===== config.mk =====
export PLATFORM = sky130hd
export DESIGN_NAME = up_state_ctrl
export DESIGN_NICKNAME = d
export VERILOG_FILES = /design/src/rtl/up_state_ctrl.sv
export SDC_FILE = /design/constraint.sdc
export NUM_CORES = 1
export LEC_CHECK = 0
export CAP_MARGIN = 15
export CORE_UTILIZATION = 51
export DETAILED_ROUTE_END_ITERATION = 8
export HOLD_SLACK_MARGIN = 0.08
export MAX_ROUTING_LAYER = met4
export PLACE_DENSITY = 0.74
export SETUP_SLACK_MARGIN = 0.5
export SLEW_MARGIN = 20
export SYNTH_ARGS = -nofsm -noshare
export SYNTH_HDL_FRONTEND = slang
export SYNTH_SLANG_ARGS = --single-unit

===== constraint.sdc =====
create_clock -name i_clk -period 1.7 [get_ports i_clk]
set_clock_uncertainty 0.05 [all_clocks]
set_input_delay 0.51 -clock i_clk [delete_from_list [all_inputs] [get_ports i_clk]]
set_output_delay 0.51 -clock i_clk [all_outputs]
set_load 0.005 [all_outputs]

===== src/rtl/up_state_ctrl.sv =====
// up_state_ctrl
//   Run-state sequencer for the core. Holds the core in BOOT until the boot
//   loader reports the image is loaded, then lets it run. A debounced pause
//   button press, or a core HLT, starts a pause handshake: start-pause is
//   raised, the sequencer waits for the core's now-paused confirmation (or a
//   timeout, which sets a sticky fault), and the next button press resumes.
//
// Ports
//   i_clk             system clock, rising edge
//   i_rst             synchronous reset, active-high
//   i_bootDone        boot loader finished (sampled only in BOOT)
//   i_pauseBtn        raw asynchronous pause/resume button, active-high
//   i_coreHLT         core executed HLT
//   i_coreNowPaused   core confirms it is paused
//   o_smIsBooted      core may run (every state except BOOT)
//   o_smStartPause    pause request to the core (PAUSING and PAUSED)
//   o_state           00 BOOT, 01 RUN, 10 PAUSING, 11 PAUSED
//   o_fault           sticky pause-handshake timeout flag
//
// state   | meaning
// --------+----------------------------------------------------------
// BOOT    | core held off, waiting for i_bootDone
// RUN     | core running, watching for press or HLT
// PAUSING | start-pause driven, waiting for now-paused or timeout
// PAUSED  | core paused, start-pause held, waiting for a resume press

module up_state_ctrl #(
  parameter logic [15:0] DEBOUNCE_CYCLES = 16'd50000,
  parameter logic [7:0]  PAUSE_TIMEOUT   = 8'd64
) (
  input  logic       i_clk,
  input  logic       i_rst,
  input  logic       i_bootDone,
  input  logic       i_pauseBtn,
  input  logic       i_coreHLT,
  input  logic       i_coreNowPaused,
  output logic       o_smIsBooted,
  output logic       o_smStartPause,
  output logic [1:0] o_state,
  output logic       o_fault
);

  typedef enum logic [1:0] {
    ST_BOOT    = 2'b00,
    ST_RUN     = 2'b01,
    ST_PAUSING = 2'b10,
    ST_PAUSED  = 2'b11
  } state_t;

  localparam logic [15:0] DB_TC = DEBOUNCE_CYCLES - 16'd1;
  localparam logic [7:0]  TO_TC = PAUSE_TIMEOUT - 8'd1;

  // ---------------------------------------------------------------------
  // Button synchroniser
  // ---------------------------------------------------------------------
  logic r_sync1;
  logic r_sync2;

  always_ff @(posedge i_clk) begin
    if (i_rst) begin
      r_sync1 <= 1'b0;
      r_sync2 <= 1'b0;
    end else begin
      r_sync1 <= i_pauseBtn;
      r_sync2 <= r_sync1;
    end
  end

  // ---------------------------------------------------------------------
  // Debouncer: the synced level must differ from the accepted level for
  // DEBOUNCE_CYCLES consecutive cycles before it is taken. Any return to
  // the accepted level restarts the count. Only a 0->1 acceptance makes a
  // press; the pulse is registered so the FSM sees it one cycle later.
  // ---------------------------------------------------------------------
  logic        r_btn_stable;
  logic [15:0] r_db_cnt;
  logic        r_press;
  logic        w_press;

  always_ff @(posedge i_clk) begin
    if (i_rst) begin
      r_btn_stable <= 1'b0;
      r_db_cnt     <= 16'd0;
      r_press      <= 1'b0;
    end else begin
      r_press <= 1'b0;
      if (r_sync2 == r_btn_stable) begin
        r_db_cnt <= 16'd0;
      end else if (r_db_cnt >= DB_TC) begin
        r_btn_stable <= r_sync2;
        r_db_cnt     <= 16'd0;
        r_press      <= r_sync2;
      end else if (r_db_cnt != 16'hFFFF) begin
        r_db_cnt <= r_db_cnt + 16'd1;
      end
    end
  end

  assign w_press = r_press;

  // ---------------------------------------------------------------------
  // Run-state FSM. Outputs are registered alongside the state so they are
  // glitch-free and change on the same edge as o_state.
  // ---------------------------------------------------------------------
  state_t     r_state;
  logic       r_is_booted;
  logic       r_start_pause;
  logic       r_fault;
  logic [7:0] r_to_cnt;

  always_ff @(posedge i_clk) begin
    if (i_rst) begin
      r_state       <= ST_BOOT;
      r_is_booted   <= 1'b0;
      r_start_pause <= 1'b0;
      r_fault       <= 1'b0;
      r_to_cnt      <= 8'd0;
    end else begin
      case (r_state)
        ST_BOOT: begin
          // presses arriving here are simply not looked at
          if (i_bootDone) begin
            r_state     <= ST_RUN;
            r_is_booted <= 1'b1;
          end
        end

        ST_RUN: begin
          r_to_cnt <= 8'd0;
          if (w_press || i_coreHLT) begin
            r_state       <= ST_PAUSING;
            r_start_pause <= 1'b1;
          end
        end

        ST_PAUSING: begin
          // the timeout compares the current count, so PAUSING lasts at
          // most PAUSE_TIMEOUT cycles before the fault path forces PAUSED
          if (i_coreNowPaused) begin
            r_state <= ST_PAUSED;
          end else if (r_to_cnt >= TO_TC) begin
            r_fault <= 1'b1;
            r_state <= ST_PAUSED;
          end else if (r_to_cnt != 8'hFF) begin
            r_to_cnt <= r_to_cnt + 8'd1;
          end
        end

        ST_PAUSED: begin
          // start-pause stays high here; the core pause is a copy of it
          if (w_press) begin
            r_state       <= ST_RUN;
            r_start_pause <= 1'b0;
          end
        end

        default: begin
          r_state       <= ST_BOOT;
          r_is_booted   <= 1'b0;
          r_start_pause <= 1'b0;
        end
      endcase
    end
  end

  assign o_state        = r_state;
  assign o_smIsBooted   = r_is_booted;
  assign o_smStartPause = r_start_pause;
  assign o_fault        = r_fault;

endmodule


==> summary.md, run 1 <==
| Metric | Value |
|---|---|
| Pwr/cell area | `836 nW/µm²` |
| Worst Path Max Fanout | `6` |
| Die ar. | `3350 µm²` |
| Area of the core | `2850 µm²` |
| Critical path data arrival time | `1.98 ns` |
| Post-DRT Antenna Nets | `0` |
| Final period util | `105%` |
| Final total power | `1.97 mW` |
| Max_cap viols | `0` |
| Yosys warns | `0` |
| Number of enable flip-flop cells after synthesis | `0` |
| H-tree Lvls | `2` |
| Initial antenna violation count | `0` |
| Synthesized area per cell | `9.25 µm²` |
| Vias in the first global route | `1,376` |
| Post-Route WL | `4740 µm` |
| Clock slew at reported path FFs | `0.10 ns` |
| Cell count after placement | `217` |
| Critical Path RT | `1.89 ns` |
| Synth Area in Compound Gates | `15.8%` |
| Async set-reset flop share out of synthesis | `0%` |
| Count of buffers from port buffering | `10` |
| Cell Area, Synth | `1590 µm²` |
| Final Net Count | `225` |
| Critical Path End Type | `flip-flop` |
| Main synth FF type | `dfxtp_1` |
| Critical path startpoint category | `input port` |
| Clk Latency, worst-skew pair | `0.35 ns` |
| Hold Path Class | `reg -> reg` |
| Final Cell Area | `2350 µm²` |
| Most frequent cells in the layout | `19 x buf_4, 17 x dfxtp_2, 14 x nor2_1` |
| Clock Path Buffers | `2` |
| DIE HEIGHT | `57.9 µm` |
| Maximum number of pins on one net before global-route repair | `19` |
| Setup Viol. Count Final | `11` |
| Unrepaired setup endpoints after global routing | `true` |
| Vias per cell | `6.21` |
| Slew @ Worst Pin | `0.749 ns` |
| DP HPWL | `2310 µm` |
| CTS tree | `yes` |
| Antenna Diode Count | `0` |
| Num ports | `11` |
| Post-DP Area | `1880 µm²` |
| DRC | `0` |
| Leak pwr | `0.899 nW` |
| Synth unique cells | `50` |
| Comb power frac | `34.9%` |
| Post-Synth Simple-Gate Area | `27.9%` |
| Crit path kind | `in -> reg` |
| Peak supply drop | `752 µV` |
| Gr usage total | `24.8%` |
| Violated checks | `setup timing` |
| Psw | `0.623 mW` |
| Synth Instances | `172` |
| Flops & latches, synth | `33` |
| Sequential-to-total area share from yosys stat | `41.5%` |
| First-pass GRT wire length | `6090 µm` |
| Standard-cell rows | `19` |
| Adder-cell share of the synthesized area | `4.72%` |
| Share of cells above drive strength 1 | `52.8%` |
| Synth Area in XOR/XNOR | `5.50%` |
| Final core occ | `82.5%` |
| Starting Density | `55.8%` |
| Fmax | `558 MHz` |
| Synth-to-layout area growth | `47.9%` |
| 1st-pass router iterations | `4` |
| Slew margin rel. | `49.9%` |
| Hold Violations, Final | `0` |
| Period minus WS final | `1.79 ns` |
| Root Driver | `clkbuf_4` |
| Most common cell after layout, fill and taps aside | `buf_4` |
| Status | `complete, but fails checks` |
| Sw frac | `31.7%` |
| Vias | `1,521` |
| Internal | `1.34 mW` |
| Syn nets | `184` |
| Setup ws final | `-0.0907 ns` |
| Post-Layout Cell Count | `245` |
| Global placement routability congestion | `0.828` |
| Starting DRT DRC Count | `89` |
| Clock power frac | `21.9%` |
| Post-DR wirelength/cell | `19.4 µm` |
| Main combinational cell family by area after synthesis | `simple AND/OR/NAND/NOR gates` |
| Mux cell area share after synthesis | `1.89%` |
| Slew Viols, Final | `0` |
| Total clock buffers created by CTS | `5` |
| Grt ovf | `0` |
| Die X-Extent | `57.9 µm` |
| Clock sink count | `33` |
| Share of power burned in registers | `43.2%` |
## synthesized netlist by cell type (2+ instances only)
library cell   n  area share (%)
dfxtp_1       33              42
nor2_1        24             5.7
nand2_1        9             2.1
a21oi_1        8             2.5
inv_1          8             1.9
nor3_1         7             2.2
ha_1           6             4.7
xor2_1         6             3.3
nand3_1        5             1.6
o21ai_0        5             1.6
xnor2_1        4             2.2
and3_1         3             1.2
mux2i_1        3             1.9
nor2b_1        3             1.2
a211oi_1       2            0.94
a211oi_2       2             1.6
and3_2         2            0.94
and3b_1        2             1.1
clkbuf_1       2            0.47
nand3b_1       2            0.94
nand4_2        2             1.6
nor4_1         2            0.79
o2111ai_1      2             1.1
o21a_1         2            0.94
o311ai_0       2             1.1
o41ai_1        2             1.1
## final timing paths
path / startpoint / endpoint / slack [ns] / depth (start not counted)
worst max register to register: o_state[0]$_SDFFE_PP0P_ / o_state[1]$_SDFFE_PP0P_ / -0.09 / 9
worst max-delay path: i_coreNowPaused / o_state[1]$_SDFFE_PP0P_ / -0.09 / 7
worst min register to register: r_sync1$_SDFF_PP0_ / r_sync2$_SDFF_PP0_ / 0.41 / 1
worst min-delay path: r_sync1$_SDFF_PP0_ / r_sync2$_SDFF_PP0_ / 0.41 / 1
## cell type report
type                       instances  area (µm²)
clock buffer                       6        41.3
clock inverter                     2        10.0
fill                             165         499
inverter                           8        37.5
multi-input combinational        129        1220
sequential                        33         693
tap                               31        38.8
timing repair buffer              36         309
## logic make-up (layout without fill, tap and decap cells)
logic type      count (synthesis)  in the layout
flops                          33             33
fa+ha+maj                       6              6
compound gates                 34             34
simple gates                   75             76
mux                             3              3
buf+inv                        11             52
xor+xnor                       10             10
## layer usage
metal | part of all wire [%] | up-vias | global-route usage, % | routed length [µm]
li1 | - | 707 | - | -
met1 | 40 | 739 | 29.2 | 1870
met2 | 51 | 57 | 38.8 | 2420
met3 | 5.8 | 18 | 7.81 | 276
met5 | 0 | - | - | 0
met4 | 3.7 | 0 | 11.2 | 176
## power groups by stage
stage / logic [mW] / registers, mW / clock network (mW)
2_1_floorplan: 0.244 / 0.877 / 0
3_3_place_gp: 0.364 / 0.879 / 0
3_5_place_dp: 0.378 / 0.880 / 0
4_1_cts: 0.558 / 0.844 / 0.434
5_1_grt: 0.721 / 0.852 / 0.477
6_report: 0.687 / 0.849 / 0.431
## state kept, by name, indices dropped and copies added, names as in the netlist
name,cells
o_fault,1
r_to_cnt,8
o_smStartPause,1
r_press,1
o_state,2
o_smIsBooted,1
r_sync2,1
r_btn_stable,1
r_db_cnt,16
r_sync1,1
## timing repair
action | 4_1_cts | 5_1_grt
endpoints found under the setup margin | 35 | 35
buffers inserted | 14 | 5
gates cloned | 1 | 0
pin swaps | 6 | 7
hold buffers | 0 | 0
gates resized for setup | 41 | 52
hold endpoints to repair | 0 | 0
## through the flow
stage	hold slack [ns]	TNS, ns	setup WS [ns]
global route	0.447	-0.756	-0.139
global placement	0.377	-1.31	-0.235
finish	0.410	-0.302	-0.0907
CTS	0.411	-0.00750	-0.00630
detailed placement	0.393	-1.64	-0.314
floorplan	0.364	0	0.173
## critical path: stages
cell and delay [ns]:
clkdlybuf4s50_1 0.47, and2b_2 0.25, buf_6 0.13, o211ai_4 0.11, o221a_4 0.25, mux2i_1 0.19, nor2_1 0.07
Power figures use the tool's default switching activity.
==> run 2: changes to the inputs <==
==> constraint.sdc (replaced) <==
create_clock -name i_clk -period 1.7 [get_ports i_clk]
set_clock_uncertainty 0.05 [all_clocks]
set_input_delay 0.51 -clock i_clk [delete_from_list [all_inputs] [get_ports i_clk]]
set_output_delay 0.51 -clock i_clk [all_outputs]
set_load 0.1 [all_outputs]
==> summary.md, run 2 (synthesis results as in run 1) <==
| Metric | Value |
|---|---|
| Largest register FFs | `16 (unchanged)` |
| Register area | `698 µm² (+0.72%)` |
| DRC | `0 (unchanged)` |
| Fillers | `143 (-13%)` |
| WHS | `0.410 ns (+0.000621 ns)` |
| Die X-Extent | `57.9 µm (unchanged)` |
| Num ports | `11 (unchanged)` |
| DP HPWL | `2320 µm (+0.44%)` |
| Worst Path Max Fanout | `4 (-2)` |
| Total clock buffers created by CTS | `5 (unchanged)` |
| Critical path data arrival time | `1.89 ns (-0.09 ns)` |
| Post-Route WL | `4510 µm (-4.9%)` |
| Final Net Count | `223 (-0.89%)` |
| Grt ovf | `0 (unchanged)` |
| Setup Viol. Count Final | `0 (-11)` |
| Post-DRT Antenna Nets | `0 (unchanged)` |
| Antenna Diode Count | `0 (unchanged)` |
| Die ar. | `3350 µm² (unchanged)` |
| Starting DRT DRC Count | `73 (-18%)` |
| Multi-input gate area | `1160 µm² (-5.2%)` |
| Post-DR wirelength/cell | `18.6 µm (-4.1%)` |
| Final core occ | `82.2% (-0.31 points)` |
| Peak supply drop | `1170 µV (+55%)` |
| Initial antenna violation count | `0 (unchanged)` |
| Global placement routability congestion | `0.837 (+1.1%)` |
| Slew Viols, Final | `0 (unchanged)` |
| Post-Layout Cell Count | `243 (-0.82%)` |
| Crit path kind | `reg -> reg` |
| CTS tree | `yes` |
| Most frequent cells in the layout | `16 x buf_4, 15 x dfxtp_2, 14 x nor2_1` |
| Most flops, register | `r_db_cnt` |
| Standard-cell rows | `19 (unchanged)` |
| Leak pwr | `0.888 nW (-1.2%)` |
| 1st-pass router iterations | `4 (unchanged)` |
| Max_cap viols | `0 (unchanged)` |
| Hold Path Class | `reg -> reg` |
| Final Cell Area | `2340 µm² (-0.37%)` |
| Post-placement setup slack | `-0.345 ns (-0.0309 ns)` |
| Status | `finished clean` |
| DIE HEIGHT | `57.9 µm (unchanged)` |
| Final total power | `2.22 mW (+13%)` |
| Root Driver | `clkbuf_4` |
| Critical Path RT | `1.90 ns (about the same)` |
| Fmax | `592 MHz (+6.0%)` |
| Clock Path Buffers | `2 (unchanged)` |
| Gr usage total | `26.5% (+1.7 points)` |
| Post-DP Area | `1920 µm² (+2.1%)` |
| Setup total negative slack | `0 ns (+0.302 ns)` |
| Clock sink count | `33 (unchanged)` |
| Area of the core | `2850 µm² (unchanged)` |
| # hold bufs at CTS | `0 (unchanged)` |
| Most common cell after layout, fill and taps aside | `buf_4` |
| Synth-to-layout area growth | `47.3%` |
| Clock slew at reported path FFs | `0.10 ns (about the same)` |
| First-pass GRT wire length | `6470 µm (+6.2%)` |
| Vias per cell | `6.09 (-1.9%)` |
| Critical path startpoint category | `flip-flop` |
| Setup ws final | `0.0103 ns (+0.101 ns)` |
| Slew @ Worst Pin | `0.546 ns (-0.203 ns)` |
| Cell count after placement | `217 (unchanged)` |
| Starting Density | `55.8% (unchanged)` |
| Critical Path End Type | `flip-flop` |
| Vias in the first global route | `1,475 (+7.2%)` |
| Count of buffers from port buffering | `10 (unchanged)` |
| Slew margin rel. | `63.4% (+14 points)` |
| Period minus WS final | `1.69 ns (-0.101 ns)` |
| Pwr/cell area | `946 nW/µm² (+13%)` |
| Maximum number of pins on one net before global-route repair | `14 (-5)` |
| Vias | `1,480 (-2.7%)` |
| Clk Latency, worst-skew pair | `0.35 ns (about the same)` |
| Unrepaired setup endpoints after global routing | `true` |
| H-tree Lvls | `2 (unchanged)` |
| Hold Violations, Final | `0 (unchanged)` |
| Share of cells above drive strength 1 | `53.3% (+0.50 points)` |
| Final period util | `99.4% (-5.9 points)` |
run 2: cell count changes in the layout (fill, tap and decap cells not counted), sizes merged:
| cell | previous run | this run |
|---|---|---|
| clkdlybuf4s50 | 5 | 4 |
| buf | 31 | 29 |
| dlygate4sd2 | 0 | 1 |
run 2: final timing paths:
path,slack [ns],to,startpoint,cells after the start
worst max-delay path,0.01,r_btn_stable$_SDFFE_PP0P_,r_db_cnt[0]$_SDFFE_PP0P_,6
worst max register to register,0.01,r_btn_stable$_SDFFE_PP0P_,r_db_cnt[0]$_SDFFE_PP0P_,6
worst min-delay path,0.41,r_sync2$_SDFF_PP0_,r_sync1$_SDFF_PP0_,1
worst min register to register,0.41,r_sync2$_SDFF_PP0_,r_sync1$_SDFF_PP0_,1
run 2: metal layers:
metal / vias to the layer above / global-route usage (%) / routed length [µm]
met4: 0 / 12.6 / 153
met2: 48 / 42.7 / 2230
met5: - / - / 0
li1: 705 / - / -
met3: 16 / 8.26 / 263
met1: 711 / 30.0 / 1870
run 2: cell type report:
cell class | instances | share of cell area [%]
Clock buffer | 6 | 1.76
Clock inverter | 2 | 0.427
Inverter | 8 | 1.60
Multi-Input combinational cell | 129 | 49.5
Sequential cell | 33 | 29.8
Tap cell | 31 | 1.65
Timing Repair Buffer | 34 | 15.3
run 2: power breakdown:
group          switching [mW]  internal [mW]
clock network           0.277          0.157
logic                   0.520          0.385
registers              0.0565          0.824
total                   0.853           1.37
run 2: timing repair:
action                                  CTS  global route
gates cloned                              1             0
pin swaps                                10            14
resized for setup                        35            33
setup buffers                            13             4
hold endpoints to repair                  0             0
endpoints found under the setup margin   34            34
run 2: critical path: stages, from the launching register on:
cell	delay, ns
dfxtp_2	0.36
ha_4	0.18
and3_4	0.18
o41ai_2	0.20
a21o_2	0.30
mux2i_1	0.25
nor2_1	0.07
==> edit 1, RTL diff (flow settings as in run 2) <==
Add an input register stage for `i_bootDone`, `i_pauseBtn`, `i_coreHLT` and `i_coreNowPaused`, with the module's reset; this delays them by one clock.
--- a/src/rtl/up_state_ctrl.sv
+++ b/src/rtl/up_state_ctrl.sv
@@ -52,2 +52,21 @@
 
+  logic i_bootDone_q;
+  logic i_pauseBtn_q;
+  logic i_coreHLT_q;
+  logic i_coreNowPaused_q;
+
+  always_ff @(posedge i_clk) begin
+    if (i_rst) begin
+      i_bootDone_q      <= '0;
+      i_pauseBtn_q      <= '0;
+      i_coreHLT_q       <= '0;
+      i_coreNowPaused_q <= '0;
+    end else begin
+      i_bootDone_q      <= i_bootDone;
+      i_pauseBtn_q      <= i_pauseBtn;
+      i_coreHLT_q       <= i_coreHLT;
+      i_coreNowPaused_q <= i_coreNowPaused;
+    end
+  end
+
   // ---------------------------------------------------------------------
@@ -63,3 +82,3 @@
     end else begin
-      r_sync1 <= i_pauseBtn;
+      r_sync1 <= i_pauseBtn_q;
       r_sync2 <= r_sync1;
@@ -121,3 +140,3 @@
           // presses arriving here are simply not looked at
-          if (i_bootDone) begin
+          if (i_bootDone_q) begin
             r_state     <= ST_RUN;
@@ -129,3 +148,3 @@
           r_to_cnt <= 8'd0;
-          if (w_press || i_coreHLT) begin
+          if (w_press || i_coreHLT_q) begin
             r_state       <= ST_PAUSING;
@@ -138,3 +157,3 @@
           // most PAUSE_TIMEOUT cycles before the fault path forces PAUSED
-          if (i_coreNowPaused) begin
+          if (i_coreNowPaused_q) begin
             r_state <= ST_PAUSED;
Function: changed (Yosys sat finds a counterexample within 4 cycles, from zero or initial values and one cycle with i_rst high).
==> edit 1 against run 2 <==
Die area grew 8.8%. Power increased by 14%. Area after synthesis up 9.1%. Worst setup slack better by 18 ps. Routed wire length rose by 20%. Design area up 14%. Sequential cell count increased by 4. Worst hold slack gained 3.5 ps. Critical path type unchanged. Critical endpoint is now r_to_cnt[5]. Largest cell class unchanged. Highest routed layer unchanged.
==> edit 1: results (changes against run 2) <==
[outcome]
status=finished, final reports clean  ; unchanged

[sta]
worst_pin_slew_ps=376  ; was 546 ps
holdWs_ps=414  ; was 410 ps
finalCriticalPeriod_ps=1670  ; was 1690 ps

[critical_path]
r2r-end=r_to_cnt[5]  ; was r_btn_stable
rrSetupSlack_ps=30  ; was 10 ps
cp_slowest_cell=or4_1  ; was dfxtp_2
startpoint=o_state[0]  ; was r_db_cnt[0]

[grt]
grt_usage_pct=30.1  ; was 26.5%
grt_pass1_wl_microns=7750  ; was 6470 microns
grt_max_degree=21  ; was 14
first_global_vias=1713  ; was 1475

[finish]
fin_nets=263  ; was 223
nFillCells=170  ; was 143

[yosys]
synth_cell_types=49  ; was 50
synthTopCellsByCount=dfxtp_1 (37), nor2_1 (23), nor3_1 (12), a21oi_1 (10), nand2_1 (10)  ; was dfxtp_1 (33), nor2_1 (24), nand2_1 (9), a21oi_1 (8), inv_1 (8)
synth-compound-area-share_pct=16.9  ; was 15.8%
synth_adder_area_share_pct=4.32  ; was 4.72%
synth_xor_area_share_pct=1.01  ; was 5.50%
synthTopCellsByArea=dfxtp_1 (43%), nor2_1 (5.0%), ha_1 (4.3%)  ; was dfxtp_1 (42%), nor2_1 (5.7%), ha_1 (4.7%)
yosysSeqAreaShare_pct=42.7  ; was 41.5%
syn_nets=205  ; was 184

[placement]
placed_area_sq_mm=0.00217  ; was 0.00192 sq mm
pre_cts_ws_ps=-303  ; was -345 ps
hpwl_microns=2680  ; was 2320 microns
routabilityCongestion=0.932  ; was 0.837

[route]
avgViaCountPerCell=6.07  ; was 6.09
drt_iter0_markers=168  ; was 73

[worst_hold_path]
hold_path_end=r_sync1  ; was r_sync2
min-delay-start=i_pauseBtn_q  ; was r_sync1

[power]
leakage_nw=1.01  ; was 0.888 nW
p_int_mw=1.58  ; was 1.37 mW
vdd_ir_drop_max_v=0.000666  ; was 0.00117 V

[clocking]
clk_path_buf_depth=2  ; unchanged

==> edit 1: cell count changes after synthesis, sizes merged, moves of 4 or more <==
| cell | before | now |
|---|---|---|
| a31oi | 1 | 8 |
| nand3 | 6 | 11 |
| nor2b | 4 | 9 |
| nor3 | 7 | 12 |
| xor2 | 6 | 1 |
| dfxtp | 33 | 37 |
==> edit 1: layout make-up <==
type	count	area (sq um)	area share (%)
clock buffer	6	41.3	1.55
clock inverter	2	10.0	0.375
tap	44	55.1	2.06
multi-input combinational	145	1230	46.1
timing repair buffer	54	507	19.0
inverter	8	32.5	1.22
sequential	37	793	29.7
==> edit 1: what timing repair did <==
item	CTS	global route
resized for setup	38	17
endpoints found under the setup margin	34	35
gates cloned	1	0
setup buffers	20	10
hold endpoints to repair	0	0
pin swaps	18	9
==> edit 1: kinds of logic after synthesis <==
| family | after synthesis |
|---|---|
| and+or+nand+nor | 92 |
| DFF | 37 |
| xor gates and xnor gates | 2 |
| adders and majority gates | 6 |
| muxes | 2 |
| AOI/OAI and AO/OA | 42 |
| buffers and inverters | 12 |
==> edit 1: metal layers <==
layer	vias to the layer above	share of wire, %	global-route usage [%]
met2	73	51	49.9
met3	21	4.7	7.46
met1	878	41	34.5
met5	-	0	-
met4	0	3.2	12.6
li1	826	-	-
==> edit 1: stage by stage <==
step | utilization [%] | TNS [ps] | std cells
after floorplan | - | -136 | 193
after global placement | 68.8 | -1840 | 257
after detailed placement | 68.8 | -2520 | 257
after CTS | 79.6 | 0 | 286
after global routing | 84.7 | -33.5 | 296
final | 84.7 | 0 | 296
==> edit 1: power by group through the flow <==
stage	sequential, mW	clock, mW	combinational (mW)
final	0.958	0.450	1.12
after global routing	0.964	0.501	1.17
after CTS	0.964	0.455	0.903
after detailed placement	0.989	0	0.772
after global placement	0.987	0	0.754
after floorplan	1.21	0	0.304
==> edit 2, RTL diff (config.mk and constraints of run 2) <==
Without the edit above. The parameter `DEBOUNCE_CYCLES` goes from 16'd50000 to 16'd32768.
--- a/src/rtl/up_state_ctrl.sv
+++ b/src/rtl/up_state_ctrl.sv
@@ -27,3 +27,3 @@
 module up_state_ctrl #(
-  parameter logic [15:0] DEBOUNCE_CYCLES = 16'd50000,
+  parameter logic [15:0] DEBOUNCE_CYCLES = 16'd32768,
   parameter logic [7:0]  PAUSE_TIMEOUT   = 8'd64
Check against the original RTL: same outputs for any inputs over 10 cycles, from zero or initial values and one cycle with i_rst high; that may be too few to reach the edited logic, so the function may still have changed.
==> edit 2 against run 2 <==
Maximum frequency grew 3.3%. Sequential cell count is the same. Power grew 11%. Sequential share of layout area shrank 0.27 points. Design area grew 0.75%. Routed wire length shrank 4.0%. Area after synthesis shrank 0.31%. Clock power grew 8.0%. First-iteration DRC count grew 23%. Worst setup slack gained 54 ps. Count of clock-buffer cells in the layout grew 2. Utilization grew 0.61 points. Highest routed layer unchanged.
==> edit 2: results (changes against run 2) <==
[critical_path]
cp_slowest_cell=or4b_4  ; was dfxtp_2
rrSetupSlack_ps=60  ; was 10 ps
cp_data_required_time_ps=1880  ; was 1900 ps
r2r_start=r_db_cnt[9]  ; was r_db_cnt[0]
reg2reg_depth=4  ; was 6
r2r-end=r_db_cnt[11]  ; was r_btn_stable
slowest_delay_ps=600  ; was 360 ps

[placement]
pre_cts_ws_ps=-316  ; was -345 ps
routabilityCongestion=0.859  ; was 0.837
hpwl_microns=2380  ; was 2320 microns
placed_area_sq_mm=0.00191  ; was 0.00192 sq mm
place_inst=225  ; was 217

[power]
swShare_pct=37.0  ; was 38.5%
leakage_nw=0.939  ; was 0.888 nW
vdd_ir_drop_max_v=0.00120  ; was 0.00117 V

[sta]
finalCriticalPeriod_ps=1640  ; was 1690 ps

[yosys]
synthCells=177  ; was 172
syn_nets=189  ; was 184
yosysSeqAreaShare_pct=41.6  ; was 41.5%
synthTopCellsByArea=dfxtp_1 (42%), ha_1 (4.7%), nor2_1 (4.3%)  ; was dfxtp_1 (42%), nor2_1 (5.7%), ha_1 (4.7%)
synth_cell_types=38  ; was 50

[finish]
fin_nets=236  ; was 223
final_cells=256  ; was 243
nFillCells=166  ; was 143

[outcome]
status=finished, final reports clean  ; unchanged

[route]
avgViaCountPerCell=5.93  ; was 6.09

[clocking]
insertion_delay_ps=330  ; was 350 ps

[grt]
first_global_vias=1368  ; was 1475

==> edit 2: changes by cell type after synthesis, moves of 3 or more <==
| cell | before | now |
|---|---|---|
| o21ai_0 | 5 | 8 |
| nand3_1 | 5 | 11 |
| nor3_1 | 7 | 3 |
| inv_1 | 8 | 11 |
| nor4_1 | 2 | 5 |
| nand2_1 | 9 | 14 |
| nand4_1 | 1 | 5 |
| or3_1 | 1 | 5 |
| nor2_1 | 24 | 18 |
==> edit 2: cell type report <==
type	count	area (sq um)	area share [%]
flip-flops and latches	33	697	29.5
repair buffers	43	410	17.4
well taps	31	38.8	1.64
clock buffers	8	58.8	2.49
multi-input cells	130	1110	47.0
inverters	11	47.5	2.01
==> edit 2: worst min-delay path by stage <==
stage | startpoint | to | slack (ps) | cells after the start
5_1_grt | r_db_cnt[0] | r_db_cnt[0] | 410 | 1
2_1_floorplan | r_db_cnt[0] | r_db_cnt[0] | 350 | 1
3_5_place_dp | r_db_cnt[0] | r_db_cnt[0] | 370 | 1
6_report | r_db_cnt[0] | r_db_cnt[0] | 400 | 1
3_3_place_gp | r_db_cnt[0] | r_db_cnt[0] | 360 | 1
4_1_cts | r_db_cnt[0] | r_db_cnt[0] | 400 | 1
==> edit 2: critical path, delay by kind of cell (launching register included) <==
kind	cells	cell delay (ps)
DFF	1	360
muxes	1	250
and+or+nand+nor	3	870
==> edit 2: cell families after synthesis <==
kind of cell	Yosys count	share of synthesized area, %
buffers and inverters	15	3.71
flip-flops	33	41.6
AO/OA/AOI/OAI	26	9.86
XOR/XNOR	9	4.97
adder cells (fa/ha/maj)	6	4.73
multiplexers	6	3.86
AND/OR/NAND/NOR	82	31.2
==> edit 2: power by group through the flow <==
stage               logic, mW  registers (mW)  clock network [mW]
floorplan               0.291            1.15                   0
global placement        0.791           0.921                   0
detailed placement      0.814           0.925                   0
CTS                     0.882           0.907               0.466
global route             1.15           0.905               0.506
finish                   1.09           0.898               0.470
==> edit 2: timing repair <==
item | in CTS | in global routing
hold buffers | 0 | 0
setup buffers | 13 | 9
cloned | 0 | 1
endpoints found under the setup margin | 35 | 35
hold endpoints to repair | 0 | 0
pin swaps | 14 | 13
gates resized for setup | 24 | 33
==> edit 2: through the flow <==
stage	hold slack (ps)	total power, mW	utilization, %
detailed placement	375	1.74	67.0
global placement	364	1.71	67.0
global route	414	2.56	82.8
finish	400	2.46	82.8
CTS	401	2.25	75.0
floorplan	354	1.44	-
==> edit 2: metal layers <==
metal,track usage [%],share of wire [%]
met1,31.1,44
met2,38.0,49
met3,6.03,4.4
met4,10.2,3.1
met5,-,0
